--- config.mk ---
export PLATFORM = sky130hd
export DESIGN_NAME = grade_calc
export DESIGN_NICKNAME = d
export VERILOG_FILES = /design/src/rtl/grade_calc.sv
export SDC_FILE = /design/constraint.sdc
export NUM_CORES = 1
export LEC_CHECK = 0
export CAP_MARGIN = 40
export CELL_PAD_IN_SITES_DETAIL_PLACEMENT = 0
export CELL_PAD_IN_SITES_GLOBAL_PLACEMENT = 1
export CORE_MARGIN = 5
export CORE_UTILIZATION = 41
export DETAILED_ROUTE_END_ITERATION = 6
export GPL_TIMING_DRIVEN = 0
export HOLD_SLACK_MARGIN = 0.12
export MAX_ROUTING_LAYER = met4
export PLACE_DENSITY = 0.82
export SLEW_MARGIN = 20
export SYNTH_ARGS = -nofsm -noshare
export SYNTH_HDL_FRONTEND = slang
export SYNTH_SLANG_ARGS = --single-unit
--- constraint.sdc ---
create_clock -name clk -period 5.9 [get_ports clk]
set_input_delay 0.885 -clock clk [delete_from_list [all_inputs] [get_ports clk]]
set_output_delay 0.885 -clock clk [all_outputs]
set_load 0.005 [all_outputs]
--- src/rtl/grade_calc.sv ---
// Gradebook accumulator with a sequential restoring divider that produces a
// percentage and one-hot letter lines. Optional macro GRADE_ROUND_EN: round half-up.
module grade_calc #(
  parameter int SCORE_W = 8,
  parameter int SUM_W   = 16,
  parameter int TH_A    = 90,
  parameter int TH_B    = 80,
  parameter int TH_C    = 70,
  parameter int TH_D    = 60
) (
  input  logic               clk,
  input  logic               reset,
  input  logic               clear,
  input  logic               score_valid,
  input  logic [SCORE_W-1:0] score_earned,
  input  logic [SCORE_W-1:0] score_max,
  input  logic               compute,
  output logic               busy,
  output logic               grade_valid,
  output logic [6:0]         pct,
  output logic               outA,
  output logic               outB,
  output logic               outC,
  output logic               outD,
  output logic               outF,
  output logic [7:0]         count
);

  localparam int NW = SUM_W + 7;
  localparam int CW = $clog2(NW + 1);
  localparam logic [CW-1:0] LAST_CNT = CW'(NW);
  localparam logic [6:0] TH_A7 = 7'(TH_A);
  localparam logic [6:0] TH_B7 = 7'(TH_B);
  localparam logic [6:0] TH_C7 = 7'(TH_C);
  localparam logic [6:0] TH_D7 = 7'(TH_D);

  typedef enum logic [1:0] {IDLE, DIV, DONE} state_t;

  state_t state_q, state_d;

  logic [SUM_W-1:0] sum_earned, sum_max;
  logic [SUM_W-1:0] sum_earned_nx, sum_max_nx;
  logic [SUM_W:0]   rem;
  logic [NW-1:0]    quo;
  logic [SUM_W-1:0] divisor;
  logic [CW-1:0]    bit_cnt;
  logic [4:0]       letters;  // {A, B, C, D, F}

  logic             accept_ok, score_take, comp_take;
  logic [NW-1:0]    x_ext, num;
  logic [SUM_W:0]   rem_sh, rem_nx;
  logic             ge;
  logic [6:0]       pct_nx;
  logic [4:0]       letters_nx;

  function automatic logic [SUM_W-1:0] sat_add(input logic [SUM_W-1:0] a,
                                               input logic [SCORE_W-1:0] b);
    logic [SUM_W:0] s;
    s = {1'b0, a} + {{(SUM_W + 1 - SCORE_W){1'b0}}, b};
    return s[SUM_W] ? '1 : s[SUM_W-1:0];
  endfunction

  assign accept_ok  = !clear && (state_q != DIV);
  assign score_take = accept_ok && score_valid;
  assign comp_take  = accept_ok && compute;

  // A score accepted together with compute is folded into the latched operands.
  assign sum_earned_nx = score_take ? sat_add(sum_earned, score_earned) : sum_earned;
  assign sum_max_nx    = score_take ? sat_add(sum_max, score_max) : sum_max;

  assign x_ext = NW'(sum_earned_nx);
`ifdef GRADE_ROUND_EN
  assign num = (x_ext << 6) + (x_ext << 5) + (x_ext << 2) + NW'(sum_max_nx >> 1);
`else
  assign num = (x_ext << 6) + (x_ext << 5) + (x_ext << 2);
`endif

  // Partial remainder always stays below the divisor, so its top bit is free.
  assign rem_sh = {rem[SUM_W-1:0], quo[NW-1]};
  assign ge     = rem_sh >= {1'b0, divisor};
  assign rem_nx = ge ? (rem_sh - {1'b0, divisor}) : rem_sh;

  always_comb begin
    pct_nx     = '0;
    letters_nx = '0;
    if (divisor != '0) begin
      pct_nx = (|quo[NW-1:7]) ? 7'd127 : quo[6:0];
      if (pct_nx >= TH_A7)      letters_nx = 5'b10000;
      else if (pct_nx >= TH_B7) letters_nx = 5'b01000;
      else if (pct_nx >= TH_C7) letters_nx = 5'b00100;
      else if (pct_nx >= TH_D7) letters_nx = 5'b00010;
      else                      letters_nx = 5'b00001;
    end
  end

  always_comb begin
    // NOTE: default first so every path assigns state_d and no latch is inferred.
    state_d = state_q;
    unique case (state_q)
      IDLE, DONE: begin
        if (clear)           state_d = IDLE;
        else if (comp_take)  state_d = DIV;
        else if (score_take) state_d = IDLE;
      end
      DIV: begin
        if (clear)                   state_d = IDLE;
        else if (bit_cnt == LAST_CNT) state_d = DONE;
      end
      default: state_d = IDLE;
    endcase
  end

  always_ff @(posedge clk) begin
    if (reset) state_q <= IDLE;
    else       state_q <= state_d;
  end

  // NOTE: non-blocking assignments throughout so all state updates see pre-edge values.
  always_ff @(posedge clk) begin
    if (reset || clear) begin
      sum_earned  <= '0;
      sum_max     <= '0;
      count       <= '0;
      rem         <= '0;
      quo         <= '0;
      divisor     <= '0;
      bit_cnt     <= '0;
      pct         <= '0;
      letters     <= '0;
      grade_valid <= 1'b0;
    end else begin
      if (score_take) begin
        sum_earned  <= sum_earned_nx;
        sum_max     <= sum_max_nx;
        count       <= (count == 8'hFF) ? count : count + 8'd1;
        grade_valid <= 1'b0;
        letters     <= '0;
      end
      if (comp_take) begin
        rem         <= '0;
        quo         <= num;
        divisor     <= sum_max_nx;
        bit_cnt     <= '0;
        grade_valid <= 1'b0;
        letters     <= '0;
      end
      if (state_q == DIV) begin
        if (bit_cnt == LAST_CNT) begin
          pct         <= pct_nx;
          letters     <= letters_nx;
          grade_valid <= 1'b1;
        end else begin
          rem     <= rem_nx;
          quo     <= {quo[NW-2:0], ge};
          bit_cnt <= bit_cnt + CW'(1);
        end
      end
    end
  end

  assign busy = (state_q == DIV);
  assign {outA, outB, outC, outD, outF} = letters;

endmodule

======== After elaboration in Yosys (flattened, before gate mapping) ========
Cells that the tools add are included.
operators by class
  add/sub/neg operators ................... 7
  $lt $le $gt $ge ......................... 5
  equal/unequal tests ..................... 7
  mux-type cells .......................... 35
  bitwise logic cells ..................... 1
  reduce and logical (&&, ||, !) cells .... 12
operators by type and width
  cell                   count
  $mux W23               3
  $mux W17               4
  $mux W16               4
  $mux W5                9
  $add A16 B8 Y17        2
  $add A22 B21 Y23       1
  $add A23 B18 Y23       1
  $ge A7 B7 Y1 const B   3
  $ge A17 B16 Y1         1
  $sub A17 B16 Y17       1
  $reduce_bool A16 Y1    1
  $reduce_or A16 Y1      1
  $mux W7                2
  $mux W2                6
  $add A8 B1 Y8 const B  1
  $eq A8 B8 Y1 const B   1
  $ge A7 B6 Y1 const B   1
  $reduce_and A2 Y1      3
  $add A5 B1 Y5 const B  1
  $eq A5 B5 Y1 const B   1
  $mux W1                4
  $mux W4                1
  $ne A4 B4 Y1 const B   1
  $pmux W2 S2            1
  11 further kinds       13
word-level totals
  flip-flop bits (word level) ............. 116
  bits of input ports ..................... 21
  output and inout bits ................... 22
  word-level logic and storage cells ...... 78

======== Logic depth before layout (Yosys ltp) ========
Gate-level depths: netlist (run 1).
  depth after elaboration ................. 10
  gate-level depth with buffers ........... 23
  depth with buffers taken out ............ 23

======== Worst setup path before layout (run 1) ========
No wires, ideal clock.
  path kind ............................... input to register
  start point ............................. input score_earned[0]
  end point ............................... register quo[22]
  library setup time ...................... 133 ps
  arrival ................................. 5428 ps
  required time ........................... 5767 ps
  setup slack ............................. 338 ps
  stages on the path ...................... 22
  buffers on the path ..................... 1
  path through ............................ ha_1 > fa_1 > a21o_1 > a21oi_1 > o21ai_1 > o31a_1 > and2_1 > clkbuf_1 > nand2_2 > nand2_1 > xor2_1 > ha_1 > fa_1 > a21oi_1 > o211ai_1 > o41ai_2 > o2111ai_1 > a21o_1 > a21o_1 > a21o_1 > a211oi_1 > nor4_1
on the way
  longest elaborated chain between the ends .. 8
ends and longest elaborated chain
  element               RTL line  source
  start, declared       15        input logic [SCORE_W-1:0] score_earned,
  $add A16 B8 Y17 (*)   59        s = {1'b0, a} + {{(SUM_W + 1 - SCORE_W){1'b0}}, b};
  $mux W16 (*)          60        return s[SUM_W] ? '1 : s[SUM_W-1:0];
  $mux W16 (*)          68        assign sum_earned_nx = score_take ? sat_add(sum_earned, score_earned) : sum_earned;
  $add A22 B21 Y23      75        assign num = (x_ext << 6) + (x_ext << 5) + (x_ext << 2);
  $add A23 B18 Y23 (*)  75
  $mux W23 (*)          139       if (comp_take) begin
  $mux W23              148       if (bit_cnt == LAST_CNT) begin
  $mux W23 (*)          147       if (state_q == DIV) begin
  end signal, assigned  141       quo <= num;
  end signal, assigned  154       quo <= {quo[NW-2:0], ge};
  end, declared         44        logic [NW-1:0] quo;
Mark *: on every way between the ends. The rest lies on a longest branch, timed or not.
A chain may end at the register's enable or synchronous reset.

======== Worst setup path in the final report (run 1) ========
Ends and elaborated chain as after synthesis.

==> reports/metrics.cfg, run 1 <==
[placement]
port_buffers = 42
dp_hpwl_mm = 15.7
post-place-ws_ns = -0.775
placed_area_um2 = 8250
gp_congestion = 0.873

[status]
status = finished, final reports clean

[synth]
synth_area_per_cell_um2 = 7.77
synthArstFlopShare_pct = 0
synthCells = 970
syn_area_um2 = 7540
synth_ff_type = dfxtp_1
synth_most_common_cell = dfxtp_1
syn-num-nets = 1060
ys_types = 71
yosysTopAreaCellShare_pct = 30.5
synth_top_area_cell = dfxtp_1
synthTopCellsByArea = dfxtp_1, ha_1, a21oi_1
synthTopCellsByCount = dfxtp_1, nor2_1, nand2_1
synth_edf_count = 0
ys_seq_elements = 115
ys_seq_area_share_pct = 30.5
yosysWarnings = 0

[timing]
fmax_ghz = 0.177
finalHoldViolCount = 0
relSlewSlack_pct = 45.6
period_share_pct = 95.9
tns_ns = 0
drv_slew = 0
skew_ns = 0.00868
layout_setup_ws_ns = 0.240
rsz0062_at_grt = no
setup_viol = 0
post-route-min-period_ns = 5.66
worst_pin_slew_ns = 0.811

[critical_path]
cp_slowest_cell = fa_2
startpoint = score_earned[0]
crit_chain = clkdlybuf4s50_1, ha_1, fa_2, a21o_1, a21oi_2, o21ai_1, o31a_1, a21o_4, o22a_4, xor2_1, ha_1, fa_2, a21oi_2, o211ai_1, o41ai_2, o2111ai_1, a21o_1, a21o_1, a21o_1, a211oi_1, nor4_1
crit_top_cell = a21o_1
cp_data_arrival_time_ns = 5.94
cp.required_ns = 6.18
crit_fanout = 6
worstReg2RegStart = sum_earned[0]$_SDFFE_PP0P_
worst-setup-path-type = in2reg
cp-end-kind = flop
critPathLaunchType = primary input
max_stage_delay_ns = 0.42
crit_family = compound AO/OA/AOI/OAI gates
cp_num_buf_inv = 1

[layout]
multi_input_area_um2 = 4950
regArea_um2 = 2300
area_delta_synth_final_pct = 18.3
antennaDiodeCount = 0
drive_gt1_share_pct = 7.83
design_area_um2 = 8920
nets = 1125
num-fill-cells = 1846

[route]
route.met3.wl_um = 811
met1Wirelength_mm = 10.2
drt_iter0_markers = 438
drc = 0
viasPerCell = 5.58
met2WireLength_mm = 9.47
wirelength_mm = 20.8
firstDrtPassIters = 5
vias = 7126
final_antenna_net_count = 0
top_layer_used = met4
routedWlPerCell_um = 16.3

[global_routing]
first_global_vias = 6781
grt_start_max_net_pins = 17
grt_first_pass_wirelength_mm = 34.8
track_usage_pct = 20.4
antenna_found_initial = 0
grt-ovfl-total = 0

[min_path]
hp-start = rem[15]$_SDFF_PP0_
hold_path_class = reg2reg

[cts]
clock-sinks = 115
cts_tree = done
clk_path_buf_depth = 2
cts_max_level = 4
cts_inserted_buffers = 17
clock_latency_ns = 0.42
cts.clk_slew.worst_paths_ns = 0.06
root_buffer = clkbuf_16

[floorplanning]
start_util_pct = 41.8
io_pins = 43
core_um2 = 18000
dieArea_um2 = 21200
row_count = 49
dieWidth_um = 146
die_h_um = 146

[power]
leakage_nw = 3.60
power.share.combinational_pct = 15.3
internal_power_mw = 1.58
swShare_pct = 27.5
powerDensity_nw_per_um2 = 244
finalPower_mw = 2.18
vdd_drop_max_v = 0.000236
clockPowerShare_pct = 48.0
p_switching_uw = 600
power_frac_seq_pct = 36.7

[job]
max_cap_viol_count = 0

-- power groups by stage --
stage / combinational [mW] / sequential (mW) / clock (mW)
2_1_floorplan: 0.231 / 0.813 / 0
3_3_place_gp: 0.323 / 0.816 / 0
3_5_place_dp: 0.325 / 0.816 / 0
4_1_cts: 0.333 / 0.800 / 1.06
5_1_grt: 0.372 / 0.801 / 1.09
6_report: 0.333 / 0.800 / 1.05
-- worst reg2reg max path, delay by kind of cell (launching register included) --
kind / cells / cell delay, ns
xor gates and xnor gates: 1 / 0.16
and+or+nand+nor: 1 / 0.08
AOI/OAI and AO/OA: 14 / 3.08
adders and majority gates: 4 / 1.33
DFF: 1 / 0.35
-- sequential cells by signal, summed over array words and instances, names as in the netlist --
signal	cells
divisor	16
count	8
grade_valid	1
pct	7
rem	16
state_q	2
sum_max	16
quo	23
letters	5
bit_cnt	5
sum_earned	16
-- final timing paths --
| path | end | slack, ns | depth (start not counted) |
|---|---|---|---|
| worst max-delay path | quo[22]$_SDFF_PP0_ | 0.24 | 21 |
| worst min-delay path | rem[15]$_SDFF_PP0_ | 0.45 | 2 |
| worst max register to register | quo[22]$_SDFF_PP0_ | 0.76 | 20 |
| worst min register to register | rem[15]$_SDFF_PP0_ | 0.45 | 2 |
-- what timing repair did --
item / in CTS / in global routing
setup buffers: 4 / 1
hold buffers: 0 / 0
resized for setup: 10 / 4
setup endpoints to repair: 6 / 3
pin swaps: 2 / 3
-- per-layer routing --
metal	up-vias	global-route usage (%)
met5	-	-
met1	3359	27.2
met2	147	31.8
li1	3595	-
met4	0	5.74
met3	25	3.77
-- kinds of logic after synthesis --
family	count (synthesis)	synth area share, %
muxes	10	1.36
xor gates and xnor gates	51	5.92
AOI/OAI and AO/OA	283	23.9
buffers and inverters	85	4.43
DFF	115	30.5
and+or+nand+nor	357	21.9
adders and majority gates	69	11.9
-- cells in the final DEF, fill, tap and decap left out, types with 8 or more instances in the layout --
cell type	count
nand2b_1	12
clkdlybuf4s50_1	42
mux2i_1	8
xnor2_1	26
o21ai_1	10
dfxtp_1	115
a211oi_1	8
nand4_1	14
a31oi_1	12
o21ai_0	67
xor2_1	25
nand3_1	29
clkbuf_16	17
a21o_1	15
and2_1	17
nor3_1	21
a21oi_1	91
nor4_1	9
clkbuf_1	31
ha_1	62
nor2_1	114
nand2_1	103
inv_1	44
-- final cells by class --
type	count	share of cell area (%)
Clock inverter	13	1.80
Clock buffer	18	4.81
Buffer	40	1.85
Sequential cell	115	25.8
Timing Repair Buffer	47	5.13
Multi-Input combinational cell	770	55.5
Tap cell	229	3.21
Inverter	44	1.85
-- stage by stage --
step	hold slack, ns	cells	utilization (%)
floorplan	0.423	970	-
finish	0.446	1276	49.5
global placement	0.437	1241	45.8
global route	0.477	1276	49.5
detailed placement	0.443	1241	45.8
CTS	0.451	1275	49.4
No activity file was read; power rests on OpenSTA's default activity.
==> run 2, diff against run 1 <==
--- a/config.mk
+++ b/config.mk
@@ -8,14 +8,14 @@
 export CAP_MARGIN = 40
 export CELL_PAD_IN_SITES_DETAIL_PLACEMENT = 0
 export CELL_PAD_IN_SITES_GLOBAL_PLACEMENT = 1
-export CORE_MARGIN = 5
+export CORE_MARGIN = 2
 export CORE_UTILIZATION = 41
 export DETAILED_ROUTE_END_ITERATION = 6
 export GPL_TIMING_DRIVEN = 0
 export HOLD_SLACK_MARGIN = 0.12
 export MAX_ROUTING_LAYER = met4
 export PLACE_DENSITY = 0.82
-export SLEW_MARGIN = 20
+export SLEW_MARGIN = 5
 export SYNTH_ARGS = -nofsm -noshare
 export SYNTH_HDL_FRONTEND = slang
 export SYNTH_SLANG_ARGS = --single-unit
==> run 2 against run 1 <==
Maximum frequency is 0.93% lower. Die area fell by 8.1%. Clock power hardly changed. Total power is essentially flat. Final cell count rose by 0.16%. Sequential share of layout area fell by 0.069 points. Critical path type unchanged.
==> reports/metrics.cfg, run 2 (same netlist as run 1, synthesis figures left out) <==
[status]
status = finished, final reports clean

[cts]
cts_max_level = 4  ; unchanged
cts.clk_slew.worst_paths_ns = 0.06  ; about the same
root_buffer = clkbuf_16
clock_latency_ns = 0.42  ; about the same
cts_inserted_buffers = 17  ; unchanged
clock-sinks = 115  ; unchanged
ctsHoldBuffers = 0  ; unchanged
cts_tree = done
clk_path_buf_depth = 2  ; unchanged

[layout]
top_register = quo
post-route-util_pct = 49.6  ; +0.13 points
regArea_um2 = 2300  ; unchanged
multi_input_area_um2 = 4970  ; +0.23%
finalNonFillerCells = 1278  ; +0.16%
layout_common_cells = dfxtp_1, nor2_1, nand2_1
nets = 1126  ; +0.089%
antennaDiodeCount = 0  ; unchanged
design_area_um2 = 8940  ; +0.27%
drive_gt1_share_pct = 8.01  ; +0.18 points
largest_reg_flops = 23  ; unchanged
final_common_cell = dfxtp_1
area_delta_synth_final_pct = 18.6
num-fill-cells = 1824  ; -1.2%

[floorplanning]
core_um2 = 18000  ; unchanged
io_pins = 43  ; unchanged
dieArea_um2 = 19500  ; -8.1%
row_count = 49  ; unchanged
dieWidth_um = 140  ; -4.1%
die_h_um = 140  ; -4.1%
start_util_pct = 41.8  ; unchanged

[placement]
post-place-ws_ns = -0.739  ; +0.0361 ns
placed_area_um2 = 8250  ; unchanged
dp_hpwl_mm = 15.6  ; -0.76%
place_inst = 1241  ; unchanged
gp_congestion = 0.856  ; -1.9%
port_buffers = 42  ; unchanged

[critical_path]
endpoint = quo[22]$_SDFF_PP0_
cp_data_arrival_time_ns = 6.00  ; +0.06 ns
r2r_setup_slack_ns = 0.69  ; -0.07 ns
crit_top_cell = a21o_1
critPathLaunchType = primary input
startpoint = score_earned[0]
cp_num_buf_inv = 2  ; +1
crit_fanout = 6  ; unchanged
path_depth = 22  ; +4.8%
max_stage_delay_ns = 0.42  ; about the same
cp_slowest_cell = fa_2
worst-setup-path-type = in2reg
timing.rr.end = quo[22]$_SDFF_PP0_
crit_chain = clkdlybuf4s50_1, ha_1, fa_2, a21o_1, a21oi_2, o21ai_1, o31a_1, buf_4, a21o_2, o22a_4, xor2_1, ha_1, fa_2, a21oi_2, o211ai_1, o41ai_2, o2111ai_1, a21o_1, a21o_1, a21o_1, a211oi_2, nor4_1
rr_worst_depth = 21  ; +5.0%
cp.required_ns = 6.18  ; about the same
crit_family = compound AO/OA/AOI/OAI gates
cp-end-kind = flop
worstReg2RegStart = sum_earned[0]$_SDFFE_PP0P_

[global_routing]
track_usage_pct = 22.5  ; +2.1 points
antenna_found_initial = 0  ; unchanged
grt-ovfl-total = 0  ; unchanged
first_global_vias = 6657  ; -1.8%
grt_first_pass_wirelength_mm = 34.3  ; -1.3%
grt_start_max_net_pins = 17  ; unchanged

[power]
vdd_drop_max_v = 0.000215  ; -8.6%
powerDensity_nw_per_um2 = 244  ; -0.18%
leakage_nw = 3.62  ; +0.53%

[route]
met2WireLength_mm = 9.47  ; about the same
route.met3.wl_um = 763  ; -5.9%
routedWlPerCell_um = 16.5  ; +0.80%
vias = 7083  ; -0.60%
wirelength_mm = 21.0  ; +0.95%
drt_iter0_markers = 436  ; -0.46%
viasPerCell = 5.54  ; -0.76%
firstDrtPassIters = 5  ; unchanged
met1Wirelength_mm = 10.4  ; +1.8%
drc = 0  ; unchanged
final_antenna_net_count = 0  ; unchanged
top_layer_used = met4

[timing]
drv_slew = 0  ; unchanged
post-route-min-period_ns = 5.71  ; +0.0533 ns
layout_setup_ws_ns = 0.187  ; -0.0533 ns
period_share_pct = 96.8  ; +0.90 points
finalHoldViolCount = 0  ; unchanged
relSlewSlack_pct = 43.1  ; -2.5 points
worst_pin_slew_ns = 0.848  ; +0.0372 ns
setup_viol = 0  ; unchanged
fmax_ghz = 0.175  ; -0.93%
skew_ns = 0.0115  ; +0.00283 ns

[job]
max_cap_viol_count = 0  ; unchanged

[min_path]
hold_path_class = reg2reg

run 2: changes by cell type in the layout (fill, tap and decap cells not counted), moves of 2 or more:
cell      delta
clkinv_2     -3
clkinv_4     +3
inv_6        +2
nand2_2      -2
run 2: worst min-delay path by stage:
stage | from | to | slack [ns] | cells after the start
after floorplan | rem[15]$_SDFF_PP0_ | rem[15]$_SDFF_PP0_ | 0.42 | 2
after global placement | rem[15]$_SDFF_PP0_ | rem[15]$_SDFF_PP0_ | 0.44 | 2
after detailed placement | rem[15]$_SDFF_PP0_ | rem[15]$_SDFF_PP0_ | 0.44 | 2
after CTS | rem[15]$_SDFF_PP0_ | rem[15]$_SDFF_PP0_ | 0.45 | 2
after global routing | rem[15]$_SDFF_PP0_ | rem[15]$_SDFF_PP0_ | 0.47 | 2
final | rem[15]$_SDFF_PP0_ | rem[15]$_SDFF_PP0_ | 0.45 | 2
run 2: layer usage:
layer | vias up | GRT usage, %
met5 | - | -
met4 | 0 | 5.95
met3 | 27 | 3.96
met2 | 116 | 35.6
met1 | 3335 | 29.8
li1 | 3605 | -
run 2: cell type report:
cell class              count  area share (%)
multi-input cells         770            55.5
plain buffers              40            1.85
well taps                 229            3.20
flip-flops and latches    115            25.7
clock inverters            13            1.69
clock buffers              19            4.95
inverters                  44            1.85
repair buffers             48            5.20
run 2: stage by stage:
stage	total power, mW	hold slack (ns)	TNS (ns)
finish	2.18	0.447	0
global route	2.27	0.470	-0.0157
CTS	2.19	0.451	0
detailed placement	1.14	0.443	-3.92
global placement	1.14	0.438	-4.09
floorplan	1.04	0.423	0
run 2: worst min-delay path, cell delays in order (launching register included):
cell and delay [ns]:
dfxtp_1 0.30, nand2_1 0.05, o21ai_1 0.05
run 2: repair_timing:
action,4_1_cts,5_1_grt
setup endpoints to repair,6,4
pin swaps,2,5
gates resized for setup,8,4
buffers inserted,5,1
run 2: report_power, final:
| part | switching [mW] | internal, mW |
|---|---|---|
| registers | 0.0111 | 0.789 |
| logic | 0.204 | 0.132 |
| clock network | 0.407 | 0.638 |
| total | 0.622 | 1.56 |
==> run 3, diff against run 2 <==
--- a/config.mk
+++ b/config.mk
@@ -13,7 +13,6 @@
 export DETAILED_ROUTE_END_ITERATION = 6
 export GPL_TIMING_DRIVEN = 0
 export HOLD_SLACK_MARGIN = 0.12
-export MAX_ROUTING_LAYER = met4
 export PLACE_DENSITY = 0.82
 export SLEW_MARGIN = 5
 export SYNTH_ARGS = -nofsm -noshare
==> run 3 against run 2 <==
Combinational power about the same. Global-route usage down 0.65 points. Non-clock buffer count unchanged. Critical path type unchanged. Clock skew up 0.0041 ns. Final cell count unchanged. Via count up 0.17%. Register-to-register slack about the same. Maximum frequency about the same. Final area unchanged. Worst hold slack worse by 0.0010 ns.
==> reports/metrics.cfg, run 3 (same netlist as run 1, synthesis figures left out) <==
[layout]
antennaDiodeCount = 0  ; unchanged
final_common_cell = dfxtp_1
layout_common_cells = dfxtp_1, nor2_1, nand2_1
drive_gt1_share_pct = 8.01  ; unchanged
post-route-util_pct = 49.6  ; unchanged
largest_reg_flops = 23  ; unchanged
area_delta_synth_final_pct = 18.6  ; unchanged
num-fill-cells = 1824  ; unchanged
top_register = quo
nets = 1126  ; unchanged

[cts]
clock-sinks = 115  ; unchanged
clk_path_buf_depth = 2  ; unchanged
cts_inserted_buffers = 17  ; unchanged
cts.clk_slew.worst_paths_ns = 0.06  ; about the same
ctsHoldBuffers = 0  ; unchanged
cts_max_level = 4  ; unchanged
clock_latency_ns = 0.42  ; about the same
root_buffer = clkbuf_16
cts_tree = done

[route]
vias = 7095  ; +0.17%
wirelength_mm = 21.0  ; about the same
drc = 0  ; unchanged
viasPerCell = 5.55  ; +0.17%
firstDrtPassIters = 5  ; unchanged
drt_iter0_markers = 440  ; +0.92%
routedWlPerCell_um = 16.5  ; about the same
final_antenna_net_count = 0  ; unchanged

[critical_path]
crit_fanout = 6  ; unchanged
max_stage_delay_ns = 0.42  ; about the same
cp_data_arrival_time_ns = 6.00  ; about the same
crit_chain = clkdlybuf4s50_1, ha_1, fa_2, a21o_1, a21oi_2, o21ai_1, o31a_1, buf_4, a21o_2, o22a_4, xor2_1, ha_1, fa_2, a21oi_2, o211ai_1, o41ai_2, o2111ai_1, a21o_1, a21o_1, a21o_1, a211oi_2, nor4_1
cp-end-kind = flop
crit_family = compound AO/OA/AOI/OAI gates
cp_slowest_cell = fa_2
crit_top_cell = a21o_1
cp.required_ns = 6.18  ; about the same
worst-setup-path-type = in2reg
critPathLaunchType = primary input
cp_num_buf_inv = 2  ; unchanged

[timing]
period_share_pct = 96.9  ; about the same
skew_ns = 0.0156  ; +0.00412 ns
post-route-min-period_ns = 5.72  ; +0.00390 ns
fmax_ghz = 0.175  ; about the same
finalHoldViolCount = 0  ; unchanged
worst_pin_slew_ns = 0.860  ; +0.0120 ns
relSlewSlack_pct = 42.3  ; -0.80 points
drv_slew = 0  ; unchanged
setup_viol = 0  ; unchanged

[min_path]
hold_path_class = reg2reg

[global_routing]
grt-busiest-layer = met2
grt_use_met3_pct = 4.09  ; +0.14 points
grt_first_pass_wirelength_mm = 34.3  ; about the same
first_global_vias = 6666  ; +0.14%
track_usage_pct = 21.8  ; -0.65 points
grtUsageMet1_pct = 29.7  ; -0.15 points
grt.met2_usage_pct = 35.7  ; +0.077 points
grt-ovfl-total = 0  ; unchanged
grt_start_max_net_pins = 17  ; unchanged
antenna_found_initial = 0  ; unchanged

[floorplanning]
dieArea_um2 = 19500  ; unchanged
start_util_pct = 41.8  ; unchanged
row_count = 49  ; unchanged
core_um2 = 18000  ; unchanged
dieWidth_um = 140  ; unchanged
io_pins = 43  ; unchanged
die_h_um = 140  ; unchanged

[power]
powerDensity_nw_per_um2 = 244  ; -0.10%
vdd_drop_max_v = 0.000213  ; -1.3%
finalPower_mw = 2.18  ; -0.10%
leakage_nw = 3.62  ; unchanged

[job]
max_cap_viol_count = 0  ; unchanged

[placement]
dp_hpwl_mm = 15.6  ; unchanged
gp_congestion = 0.843  ; -1.5%
port_buffers = 42  ; unchanged

[status]
status = finished, final reports clean

run 3: cell counts in the layout (fill, tap and decap cells not counted):
No cell type changed its count.
run 3: layer usage:
metal	vias up	part of all wire, %
met1	3348	49
met4	0	1.7
li1	3598	-
met3	25	4.0
met2	124	45
met5	-	0
run 3: what timing repair did:
item / CTS / global route
buffers inserted: 5 / 1
endpoints found under the setup margin: 6 / 4
pin swaps: 2 / 5
gates resized for setup: 8 / 4
cloned: 0 / 0
run 3: worst reg2reg max path, stage by stage, from the launching register on:
cell and delay, ns:
dfxtp_1 0.36, ha_1 0.23, fa_2 0.36, a21o_1 0.20, a21oi_2 0.17, o21ai_1 0.12, o31a_1 0.30, buf_4 0.14
a21o_2 0.25, o22a_4 0.28, xor2_1 0.16, ha_1 0.33, fa_2 0.43, a21oi_2 0.17, o211ai_1 0.15, o41ai_2 0.34
o2111ai_1 0.16, a21o_1 0.23, a21o_1 0.22, a21o_1 0.20, a211oi_2 0.21, nor4_1 0.06
run 3: metrics by stage:
stage,instance area (um^2),instances,setup WS (ns),TNS (ns),hold WS [ns]
3_5_place_dp,8250,1241,-0.739,-3.92,0.443
6_report,8940,1278,0.183,0,0.446
2_1_floorplan,7540,970,0.338,0,0.423
3_3_place_gp,8250,1241,-0.783,-4.09,0.438
5_1_grt,8940,1278,-0.0144,-0.0144,0.470
4_1_cts,8920,1278,0.0528,0,0.451
run 3: final cells by class:
type	count	area, um^2	share of cell area [%]
Multi-Input combinational cell	770	4970	55.5
Sequential cell	115	2300	25.7
Timing Repair Buffer	48	465	5.20
Clock buffer	19	443	4.95
Tap cell	229	287	3.20
Buffer	40	165	1.85
Inverter	44	165	1.85
Clock inverter	13	151	1.69
run 3: worst paths after layout:
| check | from | end | slack (ns) | depth (start not counted) |
|---|---|---|---|---|
| setup / recovery | score_earned[0] | quo[22]$_SDFF_PP0_ | 0.18 | 22 |
| hold reg to reg | rem[15]$_SDFF_PP0_ | rem[15]$_SDFF_PP0_ | 0.45 | 2 |
| hold / removal | rem[15]$_SDFF_PP0_ | rem[15]$_SDFF_PP0_ | 0.45 | 2 |
| setup reg to reg | sum_earned[0]$_SDFFE_PP0P_ | quo[22]$_SDFF_PP0_ | 0.69 | 21 |
run 3: where the power goes:
group          switching (mW)  total (mW)  internal [mW]  leakage (nW)
sequential             0.0111       0.800          0.789         0.929
combinational           0.204       0.336          0.132          2.42
clock                   0.405        1.04          0.638         0.277
